**src/rtl/usb_rcv_pkg.sv**
```systemverilog
// Shared types and constants for the USB receive-side packet sequencer.
// Field lengths are 7 bits wide to match the bit counter.
package usb_rcv_pkg;

  typedef enum logic [3:0] {
    ST_IDLE     = 4'd0,
    ST_SYNC     = 4'd1,
    ST_CHK_SYNC = 4'd2,
    ST_PID      = 4'd3,
    ST_CHK_PID  = 4'd4,
    ST_TOKEN    = 4'd5,
    ST_CRC5     = 4'd6,
    ST_DATA     = 4'd7,
    ST_CRC16    = 4'd8,
    ST_WAIT_EOP = 4'd9,
    ST_DONE     = 4'd10,
    ST_ERR      = 4'd11
  } rcv_state_t;

  localparam logic [1:0] PKT_NONE   = 2'b00;
  localparam logic [1:0] PKT_TOKEN  = 2'b01;
  localparam logic [1:0] PKT_DATA   = 2'b11;
  localparam logic [1:0] PKT_HSHAKE = 2'b10;

  localparam logic [6:0] SYNC_LEN  = 7'd8;
  localparam logic [6:0] PID_LEN   = 7'd8;
  localparam logic [6:0] CRC5_LEN  = 7'd5;
  localparam logic [6:0] CRC16_LEN = 7'd16;

  // True when the bit being accepted now completes a field of length len.
  function automatic logic field_last(input logic [6:0] cnt, input logic [6:0] len);
    return (cnt + 7'd1) == len;
  endfunction

endpackage

```
**src/rtl/usb_rcv_pid_check.sv**
```systemverilog
// Combinational PID validation: the upper nibble must be the complement of
// the lower nibble; the packet type is carried in the two low bits.
module usb_rcv_pid_check (
  input  logic [7:0] pid_i,
  output logic       pid_ok_o,
  output logic [1:0] pid_type_o
);

  assign pid_ok_o   = (pid_i[3:0] == ~pid_i[7:4]);
  assign pid_type_o = pid_i[1:0];

endmodule

```
**src/rtl/usb_rcv_ctrl.sv**
```systemverilog
// Receive packet sequencer: steers each decoded bit into one field shift
// register, validates SYNC/PID and reports packet type, completion and error.
module usb_rcv_ctrl
  import usb_rcv_pkg::*;
#(
  parameter int unsigned DATA_BITS    = 64,
  parameter int unsigned TOKEN_BITS   = 11,
  parameter logic [7:0]  SYNC_PATTERN = 8'h80
) (
  input  logic       clk,
  input  logic       n_rst,
  input  logic       bit_valid,
  input  logic       eop,
  input  logic [7:0] rcv_sync,
  input  logic [7:0] rcv_pid,
  output logic       sync_shift_enable,
  output logic       pid_shift_enable,
  output logic       crc5_shift_enable,
  output logic       crc16_shift_enable,
  output logic       data_shift_enable,
  output logic [1:0] pkt_type,
  output logic       rcv_done,
  output logic       rcv_error
);

  localparam logic [6:0] DATA_LEN  = 7'(DATA_BITS);
  localparam logic [6:0] TOKEN_LEN = 7'(TOKEN_BITS);

  rcv_state_t state_q, state_d;
  logic [6:0] cnt_q, cnt_d;
  logic [1:0] pkt_type_q, pkt_type_d;
  logic       done_q, done_d;
  logic       error_q, error_d;
  logic       eop_seen_q, eop_seen_d;

  logic [6:0] field_len_s;
  rcv_state_t field_next_s;
  logic       err_s;
  logic       pid_ok_s;
  logic [1:0] pid_type_s;

  usb_rcv_pid_check u_pid_check (
    .pid_i      (rcv_pid),
    .pid_ok_o   (pid_ok_s),
    .pid_type_o (pid_type_s)
  );

  // Length and successor of the field currently being shifted.
  always_comb begin
    field_len_s  = SYNC_LEN;
    field_next_s = ST_CHK_SYNC;
    case (state_q)
      ST_PID:   begin field_len_s = PID_LEN;   field_next_s = ST_CHK_PID;  end
      ST_TOKEN: begin field_len_s = TOKEN_LEN; field_next_s = ST_CRC5;     end
      ST_CRC5:  begin field_len_s = CRC5_LEN;  field_next_s = ST_WAIT_EOP; end
      ST_DATA:  begin field_len_s = DATA_LEN;  field_next_s = ST_CRC16;    end
      ST_CRC16: begin field_len_s = CRC16_LEN; field_next_s = ST_WAIT_EOP; end
      default:  begin field_len_s = SYNC_LEN;  field_next_s = ST_CHK_SYNC; end
    endcase
  end

  // Next-state, counter and status logic.
  always_comb begin
    state_d    = state_q;
    cnt_d      = cnt_q;
    pkt_type_d = pkt_type_q;
    done_d     = 1'b0;
    error_d    = error_q;
    eop_seen_d = eop_seen_q;
    err_s      = 1'b0;
    case (state_q)
      ST_IDLE: begin
        if (bit_valid && !eop) begin
          state_d = ST_SYNC;
          cnt_d   = 7'd1;
          error_d = 1'b0;
        end else begin
          state_d = ST_IDLE;
        end
      end
      ST_SYNC, ST_PID, ST_TOKEN, ST_CRC5, ST_DATA, ST_CRC16: begin
        if (eop) begin
          err_s = 1'b1;
        end else if (bit_valid) begin
          if (field_last(cnt_q, field_len_s)) begin
            state_d = field_next_s;
            cnt_d   = 7'd0;
          end else begin
            cnt_d = cnt_q + 7'd1;
          end
        end else begin
          cnt_d = cnt_q;
        end
      end
      ST_CHK_SYNC: begin
        if (eop || bit_valid || (rcv_sync != SYNC_PATTERN)) begin
          err_s = 1'b1;
        end else begin
          state_d = ST_PID;
        end
      end
      ST_CHK_PID: begin
        if (eop || bit_valid || !pid_ok_s) begin
          err_s = 1'b1;
        end else begin
          pkt_type_d = pid_type_s;
          case (pid_type_s)
            PKT_TOKEN:  state_d = ST_TOKEN;
            PKT_DATA:   state_d = ST_DATA;
            PKT_HSHAKE: state_d = ST_WAIT_EOP;
            default:    err_s   = 1'b1;
          endcase
        end
      end
      ST_WAIT_EOP: begin
        if (eop) begin
          state_d = ST_DONE;
          done_d  = 1'b1;
        end else if (bit_valid) begin
          err_s = 1'b1;
        end else begin
          state_d = ST_WAIT_EOP;
        end
      end
      ST_DONE: begin
        if (!eop) begin
          state_d = ST_IDLE;
        end else begin
          state_d = ST_DONE;
        end
      end
      ST_ERR: begin
        // Return to IDLE only once the SE0 of the bad packet has come and gone.
        if (eop) begin
          eop_seen_d = 1'b1;
        end else if (eop_seen_q) begin
          state_d    = ST_IDLE;
          eop_seen_d = 1'b0;
        end else begin
          state_d = ST_ERR;
        end
      end
      default: begin
        state_d = ST_IDLE;
        cnt_d   = 7'd0;
      end
    endcase
    if (err_s) begin
      state_d    = ST_ERR;
      cnt_d      = 7'd0;
      error_d    = 1'b1;
      eop_seen_d = eop;
    end else begin
      eop_seen_d = eop_seen_d;
    end
  end

  // Per-bit field shift strobes; suppressed while reset is asserted.
  always_comb begin
    sync_shift_enable  = 1'b0;
    pid_shift_enable   = 1'b0;
    crc5_shift_enable  = 1'b0;
    crc16_shift_enable = 1'b0;
    data_shift_enable  = 1'b0;
    if (!n_rst && bit_valid) begin
      case (state_q)
        ST_IDLE:            sync_shift_enable  = !eop;
        ST_SYNC:            sync_shift_enable  = 1'b1;
        ST_PID:             pid_shift_enable   = 1'b1;
        ST_TOKEN, ST_DATA:  data_shift_enable  = 1'b1;
        ST_CRC5:            crc5_shift_enable  = 1'b1;
        ST_CRC16:           crc16_shift_enable = 1'b1;
        default:            sync_shift_enable  = 1'b0;
      endcase
    end else begin
      sync_shift_enable = 1'b0;
    end
  end

  // State and registered outputs.
  always_ff @(posedge clk) begin
    if (n_rst) begin
      state_q    <= ST_IDLE;
      cnt_q      <= 7'd0;
      pkt_type_q <= PKT_NONE;
      done_q     <= 1'b0;
      error_q    <= 1'b0;
      eop_seen_q <= 1'b0;
    end else begin
      state_q    <= state_d;
      cnt_q      <= cnt_d;
      pkt_type_q <= pkt_type_d;
      done_q     <= done_d;
      error_q    <= error_d;
      eop_seen_q <= eop_seen_d;
    end
  end

  assign pkt_type  = pkt_type_q;
  assign rcv_done  = done_q;
  assign rcv_error = error_q;

endmodule

```
**config.mk**
```make
export PLATFORM = sky130hd
export DESIGN_NAME = usb_rcv_ctrl
export DESIGN_NICKNAME = d
export VERILOG_FILES = /design/src/rtl/usb_rcv_pkg.sv /design/src/rtl/usb_rcv_pid_check.sv /design/src/rtl/usb_rcv_ctrl.sv
export SDC_FILE = /design/constraint.sdc
export NUM_CORES = 1
export LEC_CHECK = 0
export BUFFER_PORTS_ARGS = -buffer_cell sky130_fd_sc_hd__clkbuf_2
export CORE_MARGIN = 2
export CORE_UTILIZATION = 54
export DETAILED_ROUTE_END_ITERATION = 8
export PLACE_DENSITY = 0.78
export SLEW_MARGIN = 40
export SYNTH_ARGS = -nofsm -noshare
export SYNTH_HDL_FRONTEND = slang
export SYNTH_SLANG_ARGS = --single-unit
```
**constraint.sdc**
```tcl
create_clock -name clk -period 2.9 [get_ports clk]
set_input_delay 0.435 -clock clk [delete_from_list [all_inputs] [get_ports clk]]
set_output_delay 0.435 -clock clk [all_outputs]
set_load 0.005 [all_outputs]
```
==> run summary <==
GRT
------------------------------------------------------------------------------------
First-pass GRT wire length                                                   5900 um
Largest net degree at the start of global routing                                 24
Total gr overflow                                                                  0
Overall global routing resource usage                                          27.0%
Grt met1 use                                                                   34.9%
Layer with the highest usage                                                    met2
Number of antenna violations at the first check in global routing                  0
Met3 capacity usage during global routing                                      4.64%
Routing usage on met2                                                          43.1%
Via count of the first global-routing pass                                      1366

STA
------------------------------------------------------------------------------------
Final slew viol count                                                              0
Ratio of final minimum period to clock period                                  87.4%
Finish-stage setup viols                                                           0
Unrepaired setup endpoints after global routing                                false
Hold Violations, Final                                                             0
Worst-margin pin slew                                                         753 ps
Worst-case clock skew                                                        7.83 ps
Peak Freq                                                                    394 MHz
Setup TNS                                                                       0 ps
Final worst path period need                                                 2540 ps
Setup slack of the critical path after layout                                 364 ps
Headroom to the max-slew limit                                                 49.8%

SETUP PATH
------------------------------------------------------------------------------------
Capturing element type of the critical path                                     flop
FF-to-FF End                                                                cnt_q[0]
Endpoint required time on the critical path                                  3070 ps
Crit start category                                                             flop
Max FO, Critical Path                                                             23
Critical register-to-register path startpoint                             state_q[1]
Worst reg2reg setup slack                                                     360 ps
Data arrival, critical path                                                  2710 ps
Worst Reg-to-Reg Cells                                                             7
Type of the worst setup path                                            flop to flop

CLOCK TREE
------------------------------------------------------------------------------------
Number of buffers inserted for hold repair after clock tree synthesis              0
Clk buf depth                                                                      2
Cts bufs inserted                                                                  3
CTS tree                                                                       built
H-Tree Level Count                                                                 1
Clock root buffer master                                                    clkbuf_4
Cts repair resizes                                                                 0
Clock transition at path regs                                                 120 ps
Buffers inserted during post-CTS setup optimization                                0
Clock sink total                                                                  16
Insertion delay to the later sink of the worst-skew pair                      300 ps

PLACE
------------------------------------------------------------------------------------
GPL Wtd Cong                                                                   0.989
Pre-CTS worst setup slack                                                     426 ps
Count of input and output buffers                                                 28
Dpl hpwl                                                                     2680 um
Inst Count DP                                                                    237

FINISH
------------------------------------------------------------------------------------
Most common library cell in the layout ignoring fill and taps               clkbuf_2
Synthesis-to-layout area growth                                                12.6%
Commonest non-fill, non-tap cells in the layout                         28 x clkbuf_2, 20 x nand2_1, 19 x nor2_1
Post-layout instance count excluding filler cells                                241
Fraction of layout instances using a drive strength above 1                    22.3%
Antenna diode count                                                                0
Net count, final                                                                 233

LOGIC SYNTHESIS
------------------------------------------------------------------------------------
Post-synthesis async set-or-reset flop share                                      0%
Sequential element share of the synthesized area                               22.9%
Ys flop type                                                                 dfxtp_1
Count of cell types in the netlist                                                55
Synthesis-stage register bit count                                                16
Synth warnings                                                                     0
Post-Synthesis Net Count                                                         208
Instance count of the mapped netlist                                             187
Count of flip-flops with a built-in enable after synthesis                         0
Area of the mapped netlist                                               0.00140 mm2
Avg Synthesized Cell Area                                                   7.47 um2

DRT
------------------------------------------------------------------------------------
Number of DRC markers in iteration 0                                              92
Number of vias per cell after detailed routing                                  6.38
Vias after detailed routing                                                     1538
Final antenna-violating net count                                                  0
Routed Wire Length                                                           3670 um
Drt pass-1 iters                                                                   6
Number of design rule violations left after detail routing                         0
Detailed-route wire length per cell                                          15.2 um

FLOORPLANNING
------------------------------------------------------------------------------------
Die Y                                                                        54.9 um
I/O pins                                                                          29
Num rows                                                                          18
Total die area                                                           0.00301 mm2
Effective utilization at floorplan                                             56.9%
Die X-Extent                                                                 54.9 um
Core box area                                                            0.00245 mm2

POWER
------------------------------------------------------------------------------------
Largest voltage drop on the vdd net                                           575 uV
Power density of the placed cells                                         732 mW/mm2
LEAKAGE                                                                  0.000588 uW

WORST HOLD PATH
------------------------------------------------------------------------------------
Critical hold path startpoint                                                  n_rst
Hold-critical path depth                                                           2
Worst Hold Path EP                                                         rcv_error
Path class of the lowest-slack min-delay path                           input port to flop

RUN STATUS
------------------------------------------------------------------------------------
Run status                                                                 completed

RUN
------------------------------------------------------------------------------------
Maximum capacitance violations                                                     0

[area by class of cell]
class	count	area, um2
timing repair buffer	30	155
fill	240	881
inverter	7	26.3
sequential	16	320
tap	30	37.5
clock buffer	4	36.3
multi-input combinational	154	998
[worst max-delay path, stage by stage (launching register included)]
cell       delay (ps)
dfxtp_1           830
nand4bb_1         250
nor3_1            230
a31oi_1            70
o21a_1            240
o41a_4            530
a22oi_2           190
a211oi_1           70
[cell families after synthesis]
logic type | after synthesis | share of synthesized area, %
multiplexers | 5 | 3.58
AO/OA/AOI/OAI | 50 | 27.3
buffers and inverters | 17 | 5.64
XOR/XNOR | 11 | 6.89
adder cells (fa/ha/maj) | 1 | 0.895
flip-flops | 16 | 22.9
AND/OR/NAND/NOR | 87 | 32.8
[sequential cells by signal (all words and copies together) (netlist names)]
register / count
rcv_error: 1
cnt_q: 7
eop_seen_q: 1
pkt_type: 2
rcv_done: 1
state_q: 4
[worst max path at each step]
stage,to,start,cells past startpoint
after floorplan,state_q[3],cnt_q[0],8
after global placement,cnt_q[0],state_q[1],7
after detailed placement,cnt_q[0],state_q[1],7
after CTS,cnt_q[0],state_q[1],7
after global routing,state_q[3],state_q[1],7
final,cnt_q[0],state_q[1],7
[routing by layer]
| layer | routed length, um | share of wire [%] |
|---|---|---|
| met5 | 0 | 0 |
| met4 | 67 | 1.8 |
| met3 | 392 | 11 |
| met2 | 1720 | 47 |
| met1 | 1480 | 40 |
[synth_stat cells (all sizes together), types with 2 or more instances]
cell | count | area [um2]
a211oi | 3 | 22.5
o22ai | 2 | 12.5
nand4 | 5 | 31.3
o21ai | 10 | 53.8
nand3b | 3 | 22.5
a21oi | 12 | 60.1
mux2i | 5 | 50.1
nand3 | 12 | 65.1
xnor2 | 6 | 52.6
nor2b | 7 | 43.8
or2 | 2 | 15.0
clkbuf | 2 | 7.51
nor3 | 6 | 30.0
nand2 | 20 | 75.1
a31oi | 5 | 37.5
and2 | 2 | 15.0
nor4b | 2 | 17.5
nand2b | 2 | 12.5
inv | 7 | 26.3
o311a | 2 | 20.0
nor2 | 19 | 71.3
buf | 8 | 45.0
a22oi | 2 | 20.0
dfxtp | 16 | 320
nor3b | 2 | 20.0
xor2 | 5 | 43.8
nor4 | 3 | 18.8
[report_power, final]
part | switching (uW) | total, uW | internal (uW)
Sequential | 92.6 | 348 | 255
Combinational | 367 | 641 | 274
Clock | 86.4 | 163 | 76.6
Total | 546 | 1150 | 606
[stage by stage]
stage | utilization [%] | hold WS (ps) | cell area (um2) | power (uW)
after floorplan | - | 458 | 1400 | 848
after global placement | 62.6 | 475 | 1540 | 959
after detailed placement | 62.6 | 479 | 1540 | 974
after CTS | 64.1 | 400 | 1570 | 1140
after global routing | 64.1 | 426 | 1570 | 1220
final | 64.1 | 395 | 1570 | 1150
Power figures use the tool's default switching activity.
